[src/rtl/obs_scheduler.sv]
// Obstacle scheduler: spawns, scrolls and retires obstacle slots, and maps the beam onto the shared sprite ROM.
// Optional feature macro: OBS_COLLIDE_EN enables the sticky dino/obstacle collision flag.
module obs_scheduler #(
  parameter int NUM_SLOTS   = 2,
  parameter int X_W         = 10,
  parameter int SCREEN_W    = 640,
  parameter int GROUND_Y    = 400,
  parameter int SCALE_SHIFT = 3,
  parameter int MIN_GAP     = 48
) (
  input  logic                 clk,
  input  logic                 rst,
  input  logic                 i_frame_tick,
  input  logic                 i_game_run,
  input  logic                 i_clear,
  input  logic [3:0]           i_speed,
  input  logic [X_W-1:0]       i_hpos,
  input  logic [X_W-1:0]       i_vpos,
  input  logic                 i_sprite_color,
  input  logic                 i_dino_px,
  output logic [2:0]           o_rom_counter,
  output logic                 o_obs_px,
  output logic [NUM_SLOTS-1:0] o_active,
  output logic                 o_collide
);

  localparam logic [X_W:0]   SPR_W   = (X_W+1)'(2 << SCALE_SHIFT);
  localparam logic [X_W-1:0] TOP_Y   = X_W'(GROUND_Y - (4 << SCALE_SHIFT));
  localparam logic [X_W-1:0] BOT_Y   = X_W'(GROUND_Y);
  localparam logic [X_W-1:0] SPAWN_X = X_W'(SCREEN_W);
  localparam logic [7:0]     GAP     = 8'(MIN_GAP);

  logic [X_W-1:0]       x_q [NUM_SLOTS];
  logic [NUM_SLOTS-1:0] active;
  logic [7:0]           cooldown;
  logic [7:0]           lfsr;
  logic                 lfsr_fb;
  logic [X_W-1:0]       speed_ext;
  logic                 frame_upd;
  logic [NUM_SLOTS-1:0] spawn_sel;
  logic                 any_free;

  assign o_active  = active;
  assign lfsr_fb   = lfsr[7] ^ lfsr[5] ^ lfsr[4] ^ lfsr[3];
  assign speed_ext = {{(X_W-4){1'b0}}, i_speed};
  assign frame_upd = i_frame_tick & i_game_run;

  // Free-slot search uses pre-tick state, so a slot retiring this tick is not reused yet
  always_comb begin
    spawn_sel = '0;
    any_free  = 1'b0;
    for (int s = 0; s < NUM_SLOTS; s++) begin
      if (!active[s] && !any_free) begin
        spawn_sel[s] = 1'b1;
        any_free     = 1'b1;
      end
    end
  end

  always_ff @(posedge clk or posedge rst) begin
    if (rst) begin
      active   <= '0;
      cooldown <= GAP;
      for (int s = 0; s < NUM_SLOTS; s++) x_q[s] <= '0;
    end else if (i_clear) begin
      active   <= '0;
      cooldown <= GAP;
    end else if (frame_upd) begin
      for (int s = 0; s < NUM_SLOTS; s++) begin
        if (active[s]) begin
          if (x_q[s] < speed_ext) active[s] <= 1'b0;
          else                    x_q[s]    <= x_q[s] - speed_ext;
        end else if (cooldown == 8'd0 && spawn_sel[s]) begin
          active[s] <= 1'b1;
          x_q[s]    <= SPAWN_X;
        end
      end
      if (cooldown != 8'd0) cooldown <= cooldown - 8'd1;
      else if (any_free)    cooldown <= GAP + {3'b000, lfsr[4:0]};
    end
  end

  always_ff @(posedge clk or posedge rst) begin
    if (rst)               lfsr <= 8'hA5;
    else if (i_frame_tick) lfsr <= {lfsr[6:0], lfsr_fb};
  end

  // Stage p0: bounding-box test against every slot, lowest index wins
  logic [X_W:0]   hx;
  logic [X_W:0]   xs;
  logic [X_W-1:0] dx;
  logic [X_W-1:0] dy;
  logic           v_in;
  logic           hit_p0;
  logic [2:0]     rom_p0;
  logic           render_unused;

  always_comb begin
    hit_p0 = 1'b0;
    rom_p0 = 3'd0;
    dx     = '0;
    xs     = '0;
    hx     = {1'b0, i_hpos};
    v_in   = (i_vpos >= TOP_Y) && (i_vpos < BOT_Y);
    dy     = i_vpos - TOP_Y;
    for (int s = 0; s < NUM_SLOTS; s++) begin
      xs = {1'b0, x_q[s]};
      if (!hit_p0 && active[s] && v_in && (hx >= xs) && (hx < xs + SPR_W)) begin
        hit_p0 = 1'b1;
        dx     = i_hpos - x_q[s];
        rom_p0 = {dy[SCALE_SHIFT+1:SCALE_SHIFT], dx[SCALE_SHIFT]};
      end
    end
  end

  assign render_unused = ^{dx, dy};

  // Stage p1: registered ROM address and pixel flag
  logic [2:0] rom_p1;
  logic       px_p1;

  always_ff @(posedge clk or posedge rst) begin
    if (rst) begin
      rom_p1 <= 3'd0;
      px_p1  <= 1'b0;
    end else begin
      rom_p1 <= rom_p0;
      px_p1  <= hit_p0;
    end
  end

  assign o_rom_counter = rom_p1;
  assign o_obs_px      = px_p1;

`ifdef OBS_COLLIDE_EN
  always_ff @(posedge clk or posedge rst) begin
    if (rst)                                     o_collide <= 1'b0;
    else if (px_p1 & i_sprite_color & i_dino_px) o_collide <= 1'b1;
    else if (i_clear)                            o_collide <= 1'b0;
  end
`else
  logic collide_unused;
  assign collide_unused = i_sprite_color ^ i_dino_px;
  assign o_collide      = 1'b0;
`endif

endmodule

[config.mk]
export PLATFORM = sky130hd
export DESIGN_NAME = obs_scheduler
export DESIGN_NICKNAME = d
export VERILOG_FILES = /design/src/rtl/obs_scheduler.sv
export SDC_FILE = /design/constraint.sdc
export NUM_CORES = 1
export LEC_CHECK = 0
export CAP_MARGIN = 0
export CORE_MARGIN = 2
export CORE_UTILIZATION = 57
export DETAILED_ROUTE_END_ITERATION = 8
export GPL_TIMING_DRIVEN = 0
export PLACE_DENSITY_LB_ADDON = 0.12
export SYNTH_ARGS = -nofsm -noshare
export SYNTH_HDL_FRONTEND = slang
export SYNTH_SLANG_ARGS = --single-unit
[constraint.sdc]
create_clock -name clk -period 3.4 [get_ports clk]
set_clock_uncertainty 0.15 [all_clocks]
set_input_delay 0.68 -clock clk [delete_from_list [all_inputs] [get_ports clk]]
set_output_delay 0.68 -clock clk [all_outputs]
set_load 0.05 [all_outputs]
==> results of run 1 <==
==> Yosys cell counts, drive strengths merged (2+ instances only) <==
master  count
o211ai      5
a21oi      19
mux2        7
or2         3
or3         3
o22a        2
or4b        2
nor4        7
o21ai      18
nor3b       3
buf         4
nand3      15
nand4       3
fa          2
a22o        2
a211o       5
a31oi       5
xor2        4
nor2       28
o31a        3
a41o        2
and3        3
o21a        3
dfrtp      36
nand2      17
xnor2      21
nand2b      4
dfstp       6
ha         46
nand3b      3
nor2b       6
a32o        2
nor3        7
a21o       10
clkbuf      4
inv        36
a211oi      3
==> stage by stage <==
stage	setup TNS, ps	utilization, %	power (mW)
6_report	0	67.5	1.36
5_1_grt	-45.3	67.5	1.46
4_1_cts	0	67.1	1.37
3_5_place_dp	-2730	65.4	1.03
3_3_place_gp	-2450	65.1	1.01
2_1_floorplan	0	-	0.918
==> path summary, 6_finish.rpt <==
path                                 start          end  slack [ps]  depth (start not counted)
worst max-delay path            i_speed[0]       x_q[7]         120                         11
worst min-delay path               lfsr[0]      lfsr[0]         350                          2
worst max register to register      x_q[0]       x_q[7]         550                         11
worst min register to register     lfsr[0]      lfsr[0]         350                          2
max in group asynchronous              rst  cooldown[5]        2050                          3
min in group asynchronous              rst       x_q[1]         510                          2
==> per-layer routing <==
layer | vias to the layer above | part of all wire, % | GRT usage, %
li1 | 1388 | - | -
met1 | 1338 | 47 | 35.2
met2 | 79 | 47 | 41.7
met3 | 8 | 5.3 | 4.44
met4 | 0 | 1.2 | 6.78
met5 | - | 0 | 0
==> logic make-up (layout without fill, tap and decap cells) <==
group | Yosys count | in the layout
XOR/XNOR | 25 | 25
other | 1 | 1
AO/OA/AOI/OAI | 90 | 90
AND/OR/NAND/NOR | 107 | 107
adder cells (fa/ha/maj) | 48 | 48
buffers and inverters | 44 | 86
flip-flops | 42 | 42
multiplexers | 8 | 8
==> power by group through the flow <==
stage | clock, mW | combinational, mW | sequential [mW]
2_1_floorplan | 0 | 0.281 | 0.637
3_3_place_gp | 0 | 0.358 | 0.653
3_5_place_dp | 0 | 0.373 | 0.657
4_1_cts | 0.348 | 0.374 | 0.647
5_1_grt | 0.369 | 0.428 | 0.658
6_report | 0.340 | 0.374 | 0.647
==> area by class of cell <==
type                       count  area, µm²  share of cell area [%]
timing repair buffer          34        345                    8.80
multi-input combinational    279       2160                    55.0
clock buffer                   5       68.8                    1.75
clock inverter                 3       21.3                   0.542
tap                           75       93.8                    2.39
sequential                    42       1060                    27.0
buffer                         8       43.8                    1.12
inverter                      36        135                    3.44
==> state kept, by name (all words and copies together) (netlist names) <==
signal,count
x_q,20
o_active,2
o_obs_px,1
lfsr,8
o_rom_counter,3
cooldown,8
==> cell usage in the layout, fill, tap and decap left out, types with 4 or more instances in the layout <==
master           netlist  routed
nor4_1                 6       6
nand2_1               17      17
clkbuf_1               4       4
nor3_1                 7       7
dfrtp_1               36      36
ha_1                  46      46
o211ai_1               5       5
a21oi_1               19      19
clkbuf_8               0       5
nand3_1               14      14
clkdlybuf4s50_1        0      31
a31oi_1                5       5
nand2b_1               4       4
xor2_1                 4       4
nor2b_1                6       6
dfstp_2                6       6
mux2_2                 7       7
o21ai_0               18      17
a21o_1                10      10
nor2_1                27      27
inv_1                 36      35
xnor2_1               21      21
==> worst max-delay path, cell delays in order <==
cell and delay (ps):
clkdlybuf4s50_1 450, ha_1 230, inv_1 70, fa_2 210, a21o_1 160, a211o_4 180, o311ai_4 90, or4b_1 540
buf_2 170, o31a_1 230, or3_1 300
==> repair_timing <==
action                     CTS  global route
gates cloned                 0             0
pin swaps                    1             3
buffers inserted             1             1
resized for setup            0             4
setup endpoints to repair    3             7
hold endpoints to repair     0             0
==> impl_metrics.csv, run 1 <==
group,metric,value,unit
cells_and_area,fin_cells,482,
die,rows,28,
synthesis,synth_area,0.00338,mm²
synthesis,synthSimpleGateAreaFrac,17.3,%
detailed_routing,vias_per_cell,5.84,
grt,grt_max_degree,28,
synthesis,yosys.area_share.xor_xnor,6.48,%
cells_and_area,final_area,0.00393,mm²
grt,antenna_found_initial,0,
power_and_ir_drop,seqPwrFrac,47.5,%
grt,grt_use_total,25.6,%
grt,grt_overflow,0,
sta,setup_viol,0,
sta,fmax,0.305,GHz
die,io_pins,38,
clock_tree,cts_max_path_buffers,2,
placement,dp_hpwl,5920,µm
clock_tree,cts.sinks,42,
run,drv_cap,0,
sta,maxSlewHeadroom,40.1,%
synthesis,synth_area_per_cell,9.26,µm²
critical_path,cp.required,3440,ps
cells_and_area,syn_to_final_growth,16.2,%
synthesis,synth_nets,444,
die,core_area,0.00582,mm²
power_and_ir_drop,intPower,0.927,mW
grt,grt_pass1_vias,2814,
die,initial_core_util,58.1,%
clock_tree,clkLatencyLatePin,300,ps
placement,dpl_cell_area,0.00380,mm²
cells_and_area,drive_gt1_share,10.8,%
sta,hold_violations,0,
die,die-area,0.00656,mm²
power_and_ir_drop,switching_share,31.9,%
power_and_ir_drop,irDropWorstVdd,0.384,mV
synthesis,ys_types,62,
placement,portBuffers,31,
synthesis,synth_fa_ha_area_share,18.2,%
synthesis,yosys_warnings,0,
placement,post-place-ws,-588,ps
detailed_routing,drc,0,
die,die_w,81,µm
detailed_routing,wl_per_cell,15.7,µm
clock_tree,cts_htree_levels,2,
synthesis,ys_async_sr_fraction,100,%
cells_and_area,fill_cells,523,
sta,period_minus_slack,3280,ps
critical_path,crit_type,"primary input to register",
synthesis,synth_top_area_share,26.7,%
sta,rsz0062_at_grt,"yes",
cells_and_area,final_nets,485,
sta,maxSlewViolCount,0,
synthesis,yosysSeqAreaShare,31.3,%
detailed_routing,drt_iter0_drc,167,
detailed_routing,first_pass_iters,4,
clock_tree,clk_pin_slew,90,ps
cells_and_area,diodes,0,
outcome,status,"finished clean",
critical_path,crit_path_start_kind,"primary input",
sta,setup_ws,116,ps
synthesis,synth_compound_area_share,18.6,%
power_and_ir_drop,switching_power,0.434,mW
clock_tree,cts-root-buf,"clkbuf_8",
sta,fin_crit_sh,96.6,%
sta,tightest_slew,890,ps
grt,grt_pass1_wl,13100,µm
sta,whs,353,ps
detailed_routing,postRouteAntennaNets,0,
hold_path,min_path_type,"register to register",
synthesis,synth_seq_cells,42,
clock_tree,numCtsBuffers,5,
critical_path,critPathArrivalTime,3320,ps
die,die_h,81,µm
placement,placed_cells,472,
critical_path,critPathMaxFanout,5,
clock_tree,hold_buffers,0,
synthesis,synth_edf_count,0,
clock_tree,cts_tree,"done",
detailed_routing,wirelength,7570,µm
detailed_routing,vias,2813,
synthesis,yosys.area.top_type,"dfrtp_1",
placement,gp_congestion,0.851,
synthesis,ys.flop_type,"dfrtp_1",
synthesis,syn_inst,365,
power_and_ir_drop,clkPwrFrac,25.0,%
power_and_ir_drop,p_comb_share,27.5,%
synthesis,synthTopCellsByArea,"dfrtp_1, ha_1, xnor2_1",
synthesis,synth_top_family_by_area,"compound AO/OA/AOI/OAI gates",
power_and_ir_drop,p_per_area,347,mW/mm²
synthesis,synthMuxAreaShare,2.63,%
power_and_ir_drop,p_leak,1.73,nW
critical_path,worstSetupEndpointType,"register",
No activity file was read; power rests on OpenSTA's default activity.
==> inputs of run 2 (changes only) <==
--- a/config.mk
+++ b/config.mk
@@ -8,6 +8,7 @@
 export CAP_MARGIN = 0
 export CORE_MARGIN = 2
 export CORE_UTILIZATION = 57
+export CTS_CLUSTER_DIAMETER = 150
 export DETAILED_ROUTE_END_ITERATION = 8
 export GPL_TIMING_DRIVEN = 0
 export PLACE_DENSITY_LB_ADDON = 0.12
==> results of run 2 <==
Same layout as run 1: the final DEF is identical, and so are final timing and power.
==> inputs of run 3 (changes only) <==
--- a/config.mk
+++ b/config.mk
@@ -11,7 +11,7 @@
 export CTS_CLUSTER_DIAMETER = 150
 export DETAILED_ROUTE_END_ITERATION = 8
 export GPL_TIMING_DRIVEN = 0
-export PLACE_DENSITY_LB_ADDON = 0.12
+export PLACE_DENSITY = 0.81
 export SYNTH_ARGS = -nofsm -noshare
 export SYNTH_HDL_FRONTEND = slang
 export SYNTH_SLANG_ARGS = --single-unit
==> run 3 against run 2 <==
Against the previous run:
- die area is the same
- critical path type unchanged
- clock power rose by 3%
- via count is 0.71% higher
- flip-flop and latch count is the same
- worst hold slack better by 8.6 ps
- design area is 1.1% lower
- routed wire length shrank 1.6%
- fmax down 0.36%
- worst setup slack worse by 12 ps
- sequential share of layout area up 0.30 points
==> impl_metrics.csv, run 3 (same netlist as run 1, synthesis figures left out) <==
group,metric,value,unit
die,die_h,81,µm
placement,dp_hpwl,5920,µm
detailed_routing,wl_met1,3440,µm
detailed_routing,vias_per_cell,5.90,
power_and_ir_drop,intPower,0.927,mW
clock_tree,cts-resized-gates,0,
power_and_ir_drop,clkPwrFrac,25.4,%
sta,rsz0062_at_grt,"no",
power_and_ir_drop,fin_total_pwr,1.38,mW
detailed_routing,drc,0,
clock_tree,numCtsBuffers,5,
critical_path,cp.required,3430,ps
clock_tree,cts_max_path_buffers,2,
critical_path,r2r_slack,490,ps
detailed_routing,dr_wl_met2,3500,µm
critical_path,critPathMaxFanout,5,
placement,gp_congestion,0.847,
detailed_routing,postRouteAntennaNets,0,
hold_path,min_path_type,"register to register",
die,io_pins,38,
clock_tree,cts_tree,"done",
power_and_ir_drop,irDropWorstVdd,0.376,mV
detailed_routing,wl_per_cell,15.5,µm
cells_and_area,final_nets,483,
critical_path,crit_path_start_kind,"primary input",
power_and_ir_drop,switching_share,32.6,%
run,drv_cap,0,
power_and_ir_drop,p_leak,1.71,nW
detailed_routing,top_layer,"met4",
critical_path,worstSetupEndpointType,"register",
clock_tree,cts.sinks,42,
grt,grt_pass1_wl,12800,µm
cells_and_area,drive_gt1_share,9.63,%
cells_and_area,syn_to_final_growth,14.9,%
clock_tree,clkLatencyLatePin,310,ps
placement,placed_cells,471,
detailed_routing,wl_met3,385,µm
sta,maxSlewHeadroom,35.8,%
critical_path,critPathArrivalTime,3330,ps
cells_and_area,largest_reg_flops,20,
cells_and_area,fin_util,66.8,%
cells_and_area,layout_commonest_cell,"ha_1",
sta,maxSlewViolCount,0,
clock_tree,clk_pin_slew,90,ps
grt,grt_use_total,24.8,%
cells_and_area,reg_top3,"x_q (20), cooldown (8), lfsr (8)",
power_and_ir_drop,p_comb_share,27.5,%
grt,antenna_found_initial,0,
sta,finalSetupTns,0,ps
outcome,status,"finished clean",
power_and_ir_drop,p_per_area,354,mW/mm²
cells_and_area,diodes,0,
cells_and_area,top_register,"x_q",
placement,portBuffers,31,
grt,grt_max_degree,43,
detailed_routing,vias,2833,
critical_path,crit_type,"primary input to register",
die,core_area,0.00582,mm²
sta,hold_violations,0,
die,die_w,81,µm
sta,fmax,0.303,GHz
power_and_ir_drop,switching_power,0.448,mW
grt,grt_overflow,0,
sta,tightest_slew,955,ps
clock_tree,cts-root-buf,"clkbuf_8",
detailed_routing,drt_iter0_drc,130,
cells_and_area,most-common-layout-cells,"ha_1, dfrtp_1, inv_1, clkdlybuf4s50_1, nor2_1",
power_and_ir_drop,seqPwrFrac,47.1,%
cells_and_area,fin_cells,480,
sta,setup_viol,0,
sta,fin_crit_sh,96.9,%
grt,grt_pass1_vias,2785,
die,rows,28,
die,die-area,0.00656,mm²
detailed_routing,wirelength,7440,µm
clock_tree,cts_htree_levels,2,
detailed_routing,first_pass_iters,4,
sta,period_minus_slack,3300,ps
die,initial_core_util,58.1,%
run 3: repair_timing:
action | CTS | global route
hold buffers | 0 | 0
pin swaps | 1 | 1
endpoints found under the setup margin | 3 | 2
buffers inserted | 1 | 0
run 3: worst max-delay path: stages:
cell and delay (ps):
clkdlybuf4s50_1 480, ha_1 180, inv_1 60, fa_1 420, a21o_1 230, a211o_1 340
o311ai_4 250, or4b_1 140, buf_2 150, nor4_1 60, or3_1 350
run 3: per-layer routing:
layer,GRT usage [%],vias up
met3,3.89,10
met1,33.9,1352
met4,6.44,0
met2,41.3,82
met5,0,-
li1,-,1389
run 3: cell type report:
class                   count  area [µm²]
flip-flops and latches     42        1060
multi-input cells         279        2140
clock buffers               5        68.8
well taps                  75        93.8
inverters                  36         135
plain buffers               8        43.8
fillers                   494        1930
repair buffers             32         318
clock inverters             3        23.8
run 3: per-stage QoR:
step           setup WS (ps)  instance area [µm²]  hold WS [ps]
2_1_floorplan            241                 3380           315
3_3_place_gp            -543                 3780           335
3_5_place_dp            -573                 3780           340
4_1_cts                 78.1                 3880           359
5_1_grt                 4.31                 3880           391
6_report                 104                 3880           362
run 3: worst paths after layout:
path,cells past startpoint,endpoint,start
max in group asynchronous,2,cooldown[3],rst
setup / recovery,11,x_q[7],i_speed[0]
setup reg to reg,11,x_q[7],x_q[0]
hold reg to reg,2,lfsr[0],lfsr[0]
hold / removal,2,lfsr[0],lfsr[0]
min in group asynchronous,2,x_q[13],rst
run 3: power groups by stage:
stage | Combinational (mW) | Sequential, mW | Clock, mW
after floorplan | 0.281 | 0.637 | 0
after global placement | 0.360 | 0.650 | 0
after detailed placement | 0.378 | 0.657 | 0
after CTS | 0.380 | 0.647 | 0.353
after global routing | 0.433 | 0.658 | 0.374
final | 0.378 | 0.649 | 0.349
==> variant, RTL diff (flow settings as in run 2) <==
`NUM_SLOTS`: 2 -> 4.
--- a/src/rtl/obs_scheduler.sv
+++ b/src/rtl/obs_scheduler.sv
@@ -2,5 +2,5 @@
 // Optional feature macro: OBS_COLLIDE_EN enables the sticky dino/obstacle collision flag.
 module obs_scheduler #(
-  parameter int NUM_SLOTS   = 2,
+  parameter int NUM_SLOTS   = 4,
   parameter int X_W         = 10,
   parameter int SCREEN_W    = 640,
Ports: changed (resized o_active); port bits go from 38 to 40. The function was not compared with the original's and may differ.
==> variant against run 2 <==
  * Non-clock buffer count rose by 14
  * Clock power rose by 130%
  * Area after synthesis rose by 68%
  * Sequential cell count rose by 22
  * Critical path depth fell by 2
  * Total power rose by 73%
  * Global-route usage rose by 2.1 points
  * Setup slack got worse by 29 ps
  * Routed wire length rose by 89%
  * Via count rose by 76%
  * First-iteration DRC count rose by 19%
  * Design area rose by 65%
  * Utilization fell by 0.77 points
  * Critical endpoint is now x_q[9]
  * Highest routed layer unchanged
==> variant: results (changes against run 2) <==
[critical_path]
critical_path.startpoint=i_speed[1]
cp_max_fo=6  ; +1
timing.rr.end=o_rom_counter[0]
worstPathArrival_ps=3390  ; +70 ps
ff2ff_path_depth=9  ; -2
rr_startpoint=x_q[14]
crit_slowest_cell=clkdlybuf4s50_1
critPathCapture=x_q[9]
rrSetupSlack_ps=300  ; -250 ps

[logic_synthesis]
synth_mux_area_frac=0.0139  ; -0.0124
synth_cell_types=67  ; +8.1%
synthAdderAreaFrac=0.213  ; +0.0305
ys.flop_type=dfrtp_1
synthXorXnorAreaFrac=0.0648  ; about the same
synthTopCellsByCount=ha_1 (90), inv_1 (67), dfrtp_1 (58), nand3_1 (38), xnor2_1 (37)
syn_avg_cell_area_um2=8.86  ; -4.3%
synth_compound_area_frac=0.193  ; +0.00654
netlist_top_cells_area=dfrtp_1 (26%), ha_1 (20%), xnor2_1 (5.7%)
ys_warn_count=0  ; unchanged
synth_seq_area_share=0.284  ; -0.0296
syn-num-nets=765  ; +72%

[hold_path]
hold_path_depth=1  ; -1
min_to=cooldown[7]
hold_start=cooldown[7]

[timing]
worstMarginPinSlew_ps=846  ; -44.2 ps
whs_ps=343  ; -10.4 ps
period_needed_ps=3310  ; +29.0 ps

[global_routing]
grt_usage=0.276  ; +0.0205
grt_pass1_vias=4952  ; +76%
grt_antenna_before_repair=0  ; unchanged
grt_pass1_wl_um=23800  ; +82%
grt_max_degree=40  ; +43%

[finish]
top_regs=x_q x40, cooldown x8, lfsr x8
drive_gt1_frac=0.0732  ; -0.0349
nNetsFinal=817  ; +68%
diodes=0  ; unchanged

[clock_network]
cts_root_buf=clkbuf_8
clock_path_buffers=2  ; unchanged
h-tree-depth=3  ; +1
insertion_delay_ps=350  ; +50 ps
cts_buffers=9  ; +4
clkSlewWorstSetupHoldPaths_ps=70  ; -20 ps

[placed_design]
dpl_cell_area_um2=6190  ; +63%
hpwl_um=10800  ; +83%
dp_slack_ps=-357  ; +231 ps
port_buffers=33  ; +6.5%
place_congestion=0.883  ; +3.7%
placed_cells=807  ; +71%

[detailed_routing]
drt_iter0_drc=198  ; +19%
vias=4946  ; +76%
via_per_inst=5.96  ; +2.1%
dr.pass1.iters=4  ; unchanged
routed_wl_um=14300  ; +89%

[run_status]
status=finished, final reports clean

[pwr]
p_leak_uw=0.00299  ; +73%
ir_drop_uv=394  ; +2.6%

variant: cell types whose count changed in the layout (fill, tap and decap cells not counted), sizes merged, moves of 19 or more:
cell / change
dfrtp: +22
nand2: +19
ha: +44
nand3: +23
inv: +30
o21ai: +19
variant: cell type report:
class / count / area (um^2)
multi-input combinational: 493 / 3750
fill: 814 / 3240
sequential: 64 / 1610
timing repair buffer: 41 / 410
inverter: 68 / 259
tap: 133 / 166
clock buffer: 10 / 128
clock inverter: 6 / 108
buffer: 15 / 65.1
variant: routing by layer:
layer / part of all wire / track usage / routed length, um
met1: 0.45 / 0.354 / 6460
met2: 0.48 / 0.464 / 6800
met3: 0.048 / 0.0585 / 681
met4: 0.024 / 0.0975 / 348
met5: 0 / 0 / 0
variant: power by group:
group | internal, uW | switching, uW
logic | 302 | 327
registers | 855 | 75.5
clock network | 485 | 314
variant: what timing repair did:
action	CTS	global route
buffers inserted	2	5
resized for setup	0	7
endpoints found under the setup margin	1	9
pin swaps	1	1
gates cloned	0	0
